===== src/rtl/sdram_pkg.sv =====
// Shared SDRAM definitions: init-sequencer states, command encodings and
// default JEDEC timing values reused by the SDRAM command path.
package sdram_pkg;

    typedef enum logic [3:0] {
        ST_IDLE     = 4'd0,
        ST_PWRUP    = 4'd1,
        ST_PRE      = 4'd2,
        ST_WAIT_RP  = 4'd3,
        ST_REF      = 4'd4,
        ST_WAIT_RFC = 4'd5,
        ST_LMR      = 4'd6,
        ST_WAIT_MRD = 4'd7,
        ST_DONE     = 4'd8
    } sdram_init_state_t;

    // Commands as {cs_n, ras_n, cas_n, we_n}
    localparam logic [3:0] CMD_INHIBIT = 4'b1111;
    localparam logic [3:0] CMD_NOP     = 4'b0111;
    localparam logic [3:0] CMD_PRE     = 4'b0010;
    localparam logic [3:0] CMD_REF     = 4'b0001;
    localparam logic [3:0] CMD_LMR     = 4'b0000;

    // Default timing at 100 MHz
    localparam int          DEF_PWRUP_WAIT_CYCLES = 20000;
    localparam int          DEF_T_RP              = 2;
    localparam int          DEF_T_RFC             = 7;
    localparam int          DEF_T_MRD             = 2;
    localparam int          DEF_REFRESH_COUNT     = 8;
    localparam logic [12:0] DEF_MODE_REG          = 13'h0032;

    // Largest of four wait values; sizes the shared down-counter
    function automatic int max4(input int a, input int b, input int c, input int d);
        int m;
        m = a;
        if (b > m) m = b;
        if (c > m) m = c;
        if (d > m) m = d;
        return m;
    endfunction

endpackage


===== src/rtl/sdram_rst_sync.sv =====
// Two-flop synchronizer for the generator's controller hold-off, cleared
// asynchronously by the block reset so a restart never leaks through.
module sdram_rst_sync (
    input  logic i_clk,
    input  logic i_clr,
    input  logic i_d,
    output logic o_q
);

    logic r_meta;
    logic r_sync;

    // Two-stage capture of the asynchronous input
    always_ff @(posedge i_clk or posedge i_clr) begin
        if (i_clr) begin
            r_meta <= 1'b0;
            r_sync <= 1'b0;
        end else begin
            r_meta <= i_d;
            r_sync <= r_meta;
        end
    end

    assign o_q = r_sync;

endmodule


===== src/rtl/sdram_init_seq.sv =====
// SDRAM power-up init sequencer: CKE rise, power-up wait, PRECHARGE ALL,
// N x AUTO REFRESH, LOAD MODE, then calc_done back to the reset generator.
// Outputs are decoded from the next state and registered, so every pin
// changes on the same edge as the state it belongs to.
module sdram_init_seq
    import sdram_pkg::*;
#(
    parameter int                    ADDR_WIDTH        = 13,
    parameter int                    BA_WIDTH          = 2,
    parameter int                    PWRUP_WAIT_CYCLES = 20000,
    parameter int                    T_RP              = 2,
    parameter int                    T_RFC             = 7,
    parameter int                    T_MRD             = 2,
    parameter int                    REFRESH_COUNT     = 8,
    parameter logic [ADDR_WIDTH-1:0] MODE_REG          = 13'h0032
) (
    input  logic                  sys_clk,
    input  logic                  sys_rst,
    input  logic                  rst_ddr_n,
    output logic                  calc_done,
    output logic                  sdram_cke,
    output logic                  sdram_cs_n,
    output logic                  sdram_ras_n,
    output logic                  sdram_cas_n,
    output logic                  sdram_we_n,
    output logic [BA_WIDTH-1:0]   sdram_ba,
    output logic [ADDR_WIDTH-1:0] sdram_addr
);

    localparam int MAX_WAIT = max4(PWRUP_WAIT_CYCLES, T_RP, T_RFC, T_MRD);
    localparam int CNT_W    = $clog2(MAX_WAIT + 1);
    localparam int REF_W    = $clog2(REFRESH_COUNT + 1);

    localparam logic [CNT_W-1:0] CNT_ZERO = {CNT_W{1'b0}};
    localparam logic [CNT_W-1:0] CNT_ONE  = CNT_W'(32'd1);
    // Wait states last (T - 1) cycles: the command cycle itself counts as one
    localparam logic [CNT_W-1:0] LD_PWRUP = CNT_W'(PWRUP_WAIT_CYCLES - 1);
    localparam logic [CNT_W-1:0] LD_RP    = (T_RP  > 1) ? CNT_W'(T_RP  - 2) : CNT_ZERO;
    localparam logic [CNT_W-1:0] LD_RFC   = (T_RFC > 1) ? CNT_W'(T_RFC - 2) : CNT_ZERO;
    localparam logic [CNT_W-1:0] LD_MRD   = (T_MRD > 1) ? CNT_W'(T_MRD - 2) : CNT_ZERO;

    localparam logic [REF_W:0]   REF_TOTAL = (REF_W + 1)'(REFRESH_COUNT);
    localparam logic [REF_W:0]   REF_ONE   = (REF_W + 1)'(32'd1);
    localparam logic [REF_W-1:0] REF_ZERO  = {REF_W{1'b0}};

    // PRECHARGE ALL is selected by A10
    localparam logic [ADDR_WIDTH-1:0] PRE_ADDR  = ADDR_WIDTH'(32'd1024);
    localparam logic [ADDR_WIDTH-1:0] ADDR_ZERO = {ADDR_WIDTH{1'b0}};
    localparam logic [BA_WIDTH-1:0]   BA_ZERO   = {BA_WIDTH{1'b0}};

    logic                  w_rst_ddr_n_s;
    sdram_init_state_t     r_state;
    sdram_init_state_t     w_next_state;
    logic [CNT_W-1:0]      r_cnt;
    logic [REF_W-1:0]      r_ref_cnt;
    logic [REF_W:0]        w_ref_inc;
    logic                  w_cke;
    logic [3:0]            w_cmd;
    logic [BA_WIDTH-1:0]   w_ba;
    logic [ADDR_WIDTH-1:0] w_addr;
    logic                  w_done;
    logic                  r_cke;
    logic [3:0]            r_cmd;
    logic [BA_WIDTH-1:0]   r_ba;
    logic [ADDR_WIDTH-1:0] r_addr;
    logic                  r_done;

    sdram_rst_sync u_rst_sync (
        .i_clk (sys_clk),
        .i_clr (sys_rst),
        .i_d   (rst_ddr_n),
        .o_q   (w_rst_ddr_n_s)
    );

    assign w_ref_inc = {1'b0, r_ref_cnt} + REF_ONE;

    // State register
    always_ff @(posedge sys_clk or posedge sys_rst) begin
        if (sys_rst) begin
            r_state <= ST_IDLE;
        end else begin
            r_state <= w_next_state;
        end
    end

    // Next-state decode; a low hold-off always returns to IDLE for a full restart
    always_comb begin
        w_next_state = r_state;
        if (!w_rst_ddr_n_s) begin
            w_next_state = ST_IDLE;
        end else begin
            case (r_state)
                ST_IDLE:     w_next_state = ST_PWRUP;
                ST_PWRUP: begin
                    if (r_cnt == CNT_ZERO) w_next_state = ST_PRE;
                    else                   w_next_state = ST_PWRUP;
                end
                ST_PRE: begin
                    if (T_RP > 1) w_next_state = ST_WAIT_RP;
                    else          w_next_state = ST_REF;
                end
                ST_WAIT_RP: begin
                    if (r_cnt == CNT_ZERO) w_next_state = ST_REF;
                    else                   w_next_state = ST_WAIT_RP;
                end
                ST_REF: begin
                    if (T_RFC > 1)                   w_next_state = ST_WAIT_RFC;
                    else if (w_ref_inc < REF_TOTAL)  w_next_state = ST_REF;
                    else                             w_next_state = ST_LMR;
                end
                ST_WAIT_RFC: begin
                    if (r_cnt != CNT_ZERO)                    w_next_state = ST_WAIT_RFC;
                    else if ({1'b0, r_ref_cnt} < REF_TOTAL)   w_next_state = ST_REF;
                    else                                      w_next_state = ST_LMR;
                end
                ST_LMR: begin
                    if (T_MRD > 1) w_next_state = ST_WAIT_MRD;
                    else           w_next_state = ST_DONE;
                end
                ST_WAIT_MRD: begin
                    if (r_cnt == CNT_ZERO) w_next_state = ST_DONE;
                    else                   w_next_state = ST_WAIT_MRD;
                end
                ST_DONE:     w_next_state = ST_DONE;
                default:     w_next_state = ST_IDLE;
            endcase
        end
    end

    // Shared wait counter: loaded on entry to a timed state, counts down to zero
    always_ff @(posedge sys_clk or posedge sys_rst) begin
        if (sys_rst) begin
            r_cnt <= CNT_ZERO;
        end else if (!w_rst_ddr_n_s) begin
            r_cnt <= CNT_ZERO;
        end else if (w_next_state != r_state) begin
            case (w_next_state)
                ST_PWRUP:    r_cnt <= LD_PWRUP;
                ST_WAIT_RP:  r_cnt <= LD_RP;
                ST_WAIT_RFC: r_cnt <= LD_RFC;
                ST_WAIT_MRD: r_cnt <= LD_MRD;
                default:     r_cnt <= CNT_ZERO;
            endcase
        end else if (r_cnt != CNT_ZERO) begin
            r_cnt <= r_cnt - CNT_ONE;
        end else begin
            r_cnt <= r_cnt;
        end
    end

    // Refresh counter: cleared entering PRECHARGE, bumped on each REFRESH cycle, saturating
    always_ff @(posedge sys_clk or posedge sys_rst) begin
        if (sys_rst) begin
            r_ref_cnt <= REF_ZERO;
        end else if (!w_rst_ddr_n_s) begin
            r_ref_cnt <= REF_ZERO;
        end else if (w_next_state == ST_PRE) begin
            r_ref_cnt <= REF_ZERO;
        end else if ((r_state == ST_REF) && (w_ref_inc <= REF_TOTAL)) begin
            r_ref_cnt <= w_ref_inc[REF_W-1:0];
        end else begin
            r_ref_cnt <= r_ref_cnt;
        end
    end

    // Pin values for the state being entered
    always_comb begin
        w_cke  = 1'b1;
        w_cmd  = CMD_NOP;
        w_ba   = BA_ZERO;
        w_addr = ADDR_ZERO;
        w_done = 1'b0;
        case (w_next_state)
            ST_IDLE: begin
                w_cke = 1'b0;
                w_cmd = CMD_INHIBIT;
            end
            ST_PRE: begin
                w_cmd  = CMD_PRE;
                w_addr = PRE_ADDR;
            end
            ST_REF: begin
                w_cmd = CMD_REF;
            end
            ST_LMR: begin
                w_cmd  = CMD_LMR;
                w_addr = MODE_REG;
            end
            ST_DONE: begin
                w_done = 1'b1;
            end
            default: begin
                w_cmd = CMD_NOP;
            end
        endcase
    end

    // Output registers: pins come straight from flops
    always_ff @(posedge sys_clk or posedge sys_rst) begin
        if (sys_rst) begin
            r_cke  <= 1'b0;
            r_cmd  <= CMD_INHIBIT;
            r_ba   <= BA_ZERO;
            r_addr <= ADDR_ZERO;
            r_done <= 1'b0;
        end else begin
            r_cke  <= w_cke;
            r_cmd  <= w_cmd;
            r_ba   <= w_ba;
            r_addr <= w_addr;
            r_done <= w_done;
        end
    end

    assign calc_done = r_done;
    assign sdram_cke = r_cke;
    assign {sdram_cs_n, sdram_ras_n, sdram_cas_n, sdram_we_n} = r_cmd;
    assign sdram_ba   = r_ba;
    assign sdram_addr = r_addr;

endmodule


===== config.mk =====
export PLATFORM = sky130hd
export DESIGN_NAME = sdram_init_seq
export DESIGN_NICKNAME = d
export VERILOG_FILES = /design/src/rtl/sdram_pkg.sv /design/src/rtl/sdram_rst_sync.sv /design/src/rtl/sdram_init_seq.sv
export SDC_FILE = /design/constraint.sdc
export NUM_CORES = 1
export LEC_CHECK = 0
export CORE_ASPECT_RATIO = 0.9
export CORE_MARGIN = 8
export CORE_UTILIZATION = 49
export DETAILED_ROUTE_END_ITERATION = 10
export GPL_ROUTABILITY_DRIVEN = 0
export GPL_TIMING_DRIVEN = 0
export PLACE_DENSITY = 0.73
export SYNTH_ARGS = -nofsm -noshare
export SYNTH_HDL_FRONTEND = slang
export SYNTH_HIERARCHICAL = 1
export SYNTH_SLANG_ARGS = --single-unit

===== constraint.sdc =====
create_clock -name sys_clk -period 2.1 [get_ports sys_clk]
set_clock_uncertainty 0.2 [all_clocks]
set_input_delay 0.42 -clock sys_clk [delete_from_list [all_inputs] [get_ports sys_clk]]
set_output_delay 0.42 -clock sys_clk [all_outputs]
set_load 0.01 [all_outputs]

* Word level (Yosys, flattened, before mapping)
Cells that the tools add are included.
** Storage, ports and cells
- Bits in registers :: 44
- Input port bits :: 3
- Word-level logic and storage cells :: 53
** Operators by class
- Order comparisons :: 2
- Eq/ne operators :: 17
- Add/subtract/negate cells :: 2
- Muxes and demuxes :: 18
- Reductions and logical operators :: 5
** Operator list (number)
- $mux 15 :: 3
- $pmux 4 s9 :: 1
- $pmux 15 s2 :: 1
- $eq 4x3->1 const B :: 7
- $pmux 11 s2 :: 1
- $mux 4 :: 5
- $pmux 4 s4 :: 1
- $logic_not 15->1 :: 1
- $reduce_bool 15->1 :: 1
- $sub 15x1->15 const B :: 1
- $eq 4x2->1 const B :: 3
- $eq 4x1->1 const B :: 2
- $eq 4x4->1 const B :: 2
- $logic_not 4->1 :: 2
- $mux 2 :: 3
- $ne 3x3->1 const B :: 2
- $add 4x1->5 const B :: 1
- $le 5x4->1 const B :: 1
- $lt 4x4->1 const B :: 1
- $ne 4x4->1 :: 1
- $mux 3 :: 1
- $mux 1 :: 2
- $logic_and 1x1->1 :: 1

* Depth between registers and ports, before layout
- Depth in word-level cells :: 9
- Gate-level depth with buffers :: 7

* Hierarchy
The synthesis kept the hierarchy.
** Modules (own cells, without submodules)
- sdram_init_seq :: cells an instance 169, area an instance 1717.9 sq um, instances 1
- sdram_rst_sync :: cells an instance 3, area an instance 53.8 sq um, instances 1

* Worst setup path after synthesis
No wires, ideal clock.
- Kind :: reg-to-reg
- Start point :: reg r_cnt[0]
- End point :: reg r_ref_cnt[3]
- Buffers on the path :: 0
- Setup slack :: -0.013 ns
- Data arrival time :: 1.776 ns
- Stages on the path, launching flop included :: 7
- Clock period less this slack :: 2.113 ns
- Cell sequence :: dfrtp_1 inv_1 ha_1 nor3b_1 nand4_2 o41ai_4 nor3_1
** On the way
- Cells in the longest elaborated chain, start to end :: 7
- Elaborated cells between the ends (all ways) :: 12
- Those cells by class :: 2 x eq/ne; 8 x mux; 2 x reduce/logical
** Ends and longest elaborated chain
- from (decl) :: line sdram_init_seq.sv:54 : logic [CNT_W-1:0] r_cnt;
- from (signal assigned) :: line sdram_init_seq.sv:145 : r_cnt <= r_cnt - CNT_ONE;
- from (signal assigned) :: line sdram_init_seq.sv:147 : r_cnt <= r_cnt;
- $logic_not 15->1 / $reduce_bool 15->1 (equally long branches)
- $mux 4, or another cell as far along :: line sdram_init_seq.sv:121 : if (r_cnt == CNT_ZERO) w_next_state = ST_DONE;
- $pmux 4 s9 (*) :: line sdram_init_seq.sv:92 : case (r_state)
- $mux 4 (*) :: line sdram_init_seq.sv:89 : if (!w_rst_ddr_n_s) begin
- $eq 4x2->1 (*) :: line sdram_init_seq.sv:157 : end else if (w_next_state == ST_PRE) begin
- $mux 4 :: line sdram_init_seq.sv:157
- $mux 4 :: line sdram_init_seq.sv:155 : end else if (!w_rst_ddr_n_s) begin
- to (signal assigned) :: line sdram_init_seq.sv:160 : r_ref_cnt <= w_ref_inc[REF_W-1:0];
- to (signal assigned) :: line sdram_init_seq.sv:162 : r_ref_cnt <= r_ref_cnt;
- to (decl) :: line sdram_init_seq.sv:55 : logic [REF_W-1:0] r_ref_cnt;
Mark *: on every way between the ends. The rest lies on a longest branch, timed or not.
A chain may end at the register's enable or synchronous reset.

* Final worst setup path
- Start point :: reg r_cnt[9]
- End point :: reg r_cnt[13]
** On the way
- Cells in the longest elaborated chain, start to end :: 7
- Elaborated cells between the ends (all ways) :: 14
- Those cells by class :: 1 x add/sub; 2 x eq/ne; 9 x mux; 2 x reduce/logical
** Ends and longest elaborated chain
- $logic_not 15->1 / $reduce_bool 15->1 (equally long branches)
- $mux 4, or another cell as far along :: line sdram_init_seq.sv:121
- $pmux 4 s9 :: line sdram_init_seq.sv:92
- $mux 4 :: line sdram_init_seq.sv:89
- $ne 4x4->1 :: line sdram_init_seq.sv:136 : end else if (w_next_state != r_state) begin
- $mux 15 :: line sdram_init_seq.sv:136
- $mux 15 :: line sdram_init_seq.sv:134 : end else if (!w_rst_ddr_n_s) begin
Parallel ways exist; a longest one is shown, timed or not. The select of a mux whose other input is x is not followed.

==> run summary <==
The flow ran to the end, and the final reports show no timing, DRC or antenna violations. The number of flip-flops and latches in the synthesized netlist came out at 33. The static leakage is 1.01 nW. The number of DRC violations after detailed-routing iteration 0 is 97.

The count of input and output buffers is 12. The total power draw is 1.69 mW. Together, buffers and inverters on the worst path number 0. The register share of total power came out at 42.9%. The worst setup path is launched from a flip-flop.

The number of antenna violations at the first check in global routing was 0. The data required time of the critical path came out at 2.09 ns. The fraction of post-synthesis cell area in the top cell type by area is 41.0%. The routed design uses 2.03 mm of met2 wire. The dominant delay contributor by cell family on the critical path is simple AND/OR/NAND/NOR gates.

The count of pins on the block boundary came out at 24. The library cells used most frequently in the layout, excluding fill and tap cells, are sky130_fd_sc_hd__buf_4, sky130_fd_sc_hd__dfrtp_1, sky130_fd_sc_hd__clkdlybuf4s50_1, sky130_fd_sc_hd__nand2_1, sky130_fd_sc_hd__conb_1. Data arrives at the worst endpoint at 2.08 ns. In this design, the stage delay of the slowest critical-path cell is 0.62 ns. The initial standard-cell utilization of the core is 51.7%. The antenna violation net count after detailed routing came out at 0. The pin count of the biggest net entering global routing is 32.

The final instance area is 2310 um2. The switching part of the total power came out at between 20 and 30%. In this run the clock root is driven by a sky130_fd_sc_hd__clkbuf_8. The number of endpoints failing setup at the final stage came out at 0. The tool flagged a number of max-cap violations equal to 0.

The die height is 73.0 um. STA classifies the critical path endpoint as a flip-flop. The post-synth design cell area came out at 1770 um2. The area growth from synthesis to layout is 30.6%. The count of final hold-check violations is 0. Leaving out fill and tap cells, the most frequent cell in the layout is sky130_fd_sc_hd__buf_4. The reported net switching power came out at 0.482 mW. The number of detailed-route iterations in the first pass is 4. Traced cell by cell, the critical path runs through or4_1 > nor4_1 > xnor2_1 > nor2_1. Summed over all nets, wire length on met3 after detailed routing comes to 290 um. For the pin with the worst max-slew slack, the measured transition is ~1.2 ns. The core outline area came out at 3430 um2. TritonCTS built the clock tree. The first-pass GRT wire length is 6.29 mm.

The largest total area in the synthesized netlist belongs to sky130_fd_sc_hd__dfrtp_1. After detailed routing, the number of remaining DRC violations is 0. The number of filler instances in the final layout came out at 243.

The average via count per standard cell is 5.52. After synthesis, the share of flip-flops with an asynchronous set or reset is 100%. For this design, the slowest cell found on the critical path is sky130_fd_sc_hd__or4_1. The wire length the detailed router placed on met1 came out at 1.71 mm.

The clock network latency to the later pin of the worst-skew pair is 0.29 ns. Synthesis instantiated 54 different standard cells from the library. After synthesis, flip-flops and latches occupy 46.9% of the total area. The total wirelength of the detailed-routed design is 4.10 mm. The multi-input combinational cells in the finished layout cover a total of slightly above 900 um2. The total via count after detailed routing came out at ~1400.

Cells fill 67.5% of the core in the end. Of all nets on the critical path, the largest fanout is 5. The critical path is of the flip-flop to flip-flop type.

The HPWL after detailed placement came out at 2.60 mm. The shortest clock period the worst path allows after layout came out at around 2.1 ns. The number of standard-cell rows in the floorplan is 20. Cell internal power was estimated by the tool at ~1.2 mW. The tree built by TritonCTS fans out to 33 sinks. In the finished design, the share of the clock period the worst path needs comes to 99.5%. Synthesis produced 172 cells. The maximum clock path buffer count is 2.

Counting flops with a built-in enable in the synthesized netlist gives 0. During synthesis, Yosys emitted a total of 6 warnings. Per report_power, the combinational group accounts for between 20% and 30% of the total.

The part of the power in the clock network is 35.9%. The worst hold-check path type is primary input to async pin. Timing would allow up to 478 MHz. The number of max-slew violations in the final report came out at 0.

Dividing the detail-routed wire length by the instance count gives 15.7 um. From left edge to right edge, the die measures 79.4 um. The clock-pin transition on the worst setup and hold timing paths is roughly 0.070 ns. By area the synthesized netlist is led by sky130_fd_sc_hd__dfrtp_1, sky130_fd_sc_hd__dfstp_2, sky130_fd_sc_hd__buf_4. Across the whole layout, storage elements account for 835 um2. The total track usage came out at between 10% and 20%. The clock tree synthesis step divided the H-tree into 2 levels. The number of buffers added by the clock tree synthesis step is 5.

The repair_antennas step left the layout with diodes totalling 0. The most used flip-flop cell after synthesis is sky130_fd_sc_hd__dfrtp_1. In this run the power density over the cells is about 730 nW/um2.

Headroom to the max-slew limit came out at 22.3%. The number of global-route vias before repair came to 1381. The leftover overflow at the end of global routing came out at 0. Signal routing reaches up to met4. The post-place instance area is 1990 um2. At the end of the flow, the number of nets in the layout was 222.

The die covers 5800 um2. Setup repair after global routing could not meet its margin everywhere. The final total negative setup slack came out at 0 ns. The worst-case IR drop observed on VDD is around 0.00041 V. Each instance of the synthesized netlist takes up on average roughly 10 um2.

The post-route netlist has approximately a third of its cells at a drive strength greater than 1.
## final timing paths
path | startpoint | slack (ns) | cells past startpoint | to
max | r_cnt[9] | 0.009 | 4 | r_cnt[13]
max reg2reg | r_cnt[9] | 0.009 | 4 | r_cnt[13]
min in group sys_clk | u_rst_sync/r_meta | 0.15 | 0 | u_rst_sync/o_q
min reg2reg | u_rst_sync/r_meta | 0.15 | 0 | u_rst_sync/o_q
max in group asynchronous | sys_rst | 0.36 | 2 | r_cnt[2]
min | sys_rst | 0.09 | 2 | u_rst_sync/r_meta
## power by group through the flow
| stage | logic, mW | registers [mW] | clock network (mW) |
|---|---|---|---|
| after global routing | 0.389 | 0.726 | 0.639 |
| after global placement | 0.245 | 0.718 | 0 |
| after CTS | 0.280 | 0.716 | 0.612 |
| final | 0.357 | 0.724 | 0.606 |
| after floorplan | 0.205 | 0.714 | 0 |
| after detailed placement | 0.256 | 0.721 | 0 |
## worst reg2reg max path: cells and delay by family, from the launching register on
| kind | cells | cell delay [ns] |
|---|---|---|
| xor gates and xnor gates | 1 | 0.18 |
| DFF | 1 | 0.48 |
| and+or+nand+nor | 3 | 1.12 |
## synth_stat cells, types with 4 or more instances
cell / number
sky130_fd_sc_hd__dfstp_2: 4
sky130_fd_sc_hd__nand3_1: 4
sky130_fd_sc_hd__a21oi_1: 4
sky130_fd_sc_hd__o21ai_0: 5
sky130_fd_sc_hd__xor2_1: 4
sky130_fd_sc_hd__inv_1: 7
sky130_fd_sc_hd__nor3_1: 7
sky130_fd_sc_hd__nor2_1: 10
sky130_fd_sc_hd__buf_4: 13
sky130_fd_sc_hd__dfrtp_1: 29
sky130_fd_sc_hd__xnor2_1: 7
sky130_fd_sc_hd__nand2_1: 13
sky130_fd_sc_hd__nor4_1: 5
## cell type report
cell class	count	share of cell area [%]
multi-input combinational	124	39.8
sequential	33	36.1
timing repair buffer	27	9.95
buffer	18	5.73
clock buffer	5	2.97
tap	44	2.38
clock inverter	3	2.00
inverter	7	1.14
## flip-flops by register name (all words and copies together), names as in the netlist, 2 cells and up
signal and count:
sdram_addr 2, r_cmd 4, r_state 4, r_ref_cnt 4, r_cnt 15
## repair_timing
action / CTS / global route
cloned: 0 / 1
pin swaps: 1 / 5
buffers inserted: 1 / 13
endpoints found under the hold margin: 0 / 0
gates resized for setup: 6 / 13
endpoints found under the setup margin: 22 / 18
hold buffers: 0 / 0
## cell families after synthesis
kind of cell,share of synthesized area [%]
simple gates,22.0
flops,46.9
buf+inv,8.97
fa+ha+maj,2.12
compound gates,13.8
mux,0.565
other cells,0.212
xor+xnor,5.44
## layer usage
metal	vias up	track usage (%)
li1	676	-
met1	711	15.9
met2	47	22.3
met3	8	4.31
met4	0	7.39
met5	-	0
## stage by stage
step	worst slack [ns]	hold WS (ns)	cells
2_1_floorplan	0.0756	-0.0388	182
3_3_place_gp	-0.134	0.135	238
3_5_place_dp	-0.161	0.136	238
4_1_cts	-0.0103	0.0894	247
5_1_grt	-0.0567	0.0953	261
6_report	0.00945	0.0902	261
Note: power is estimated with default switching activity, not from simulation.
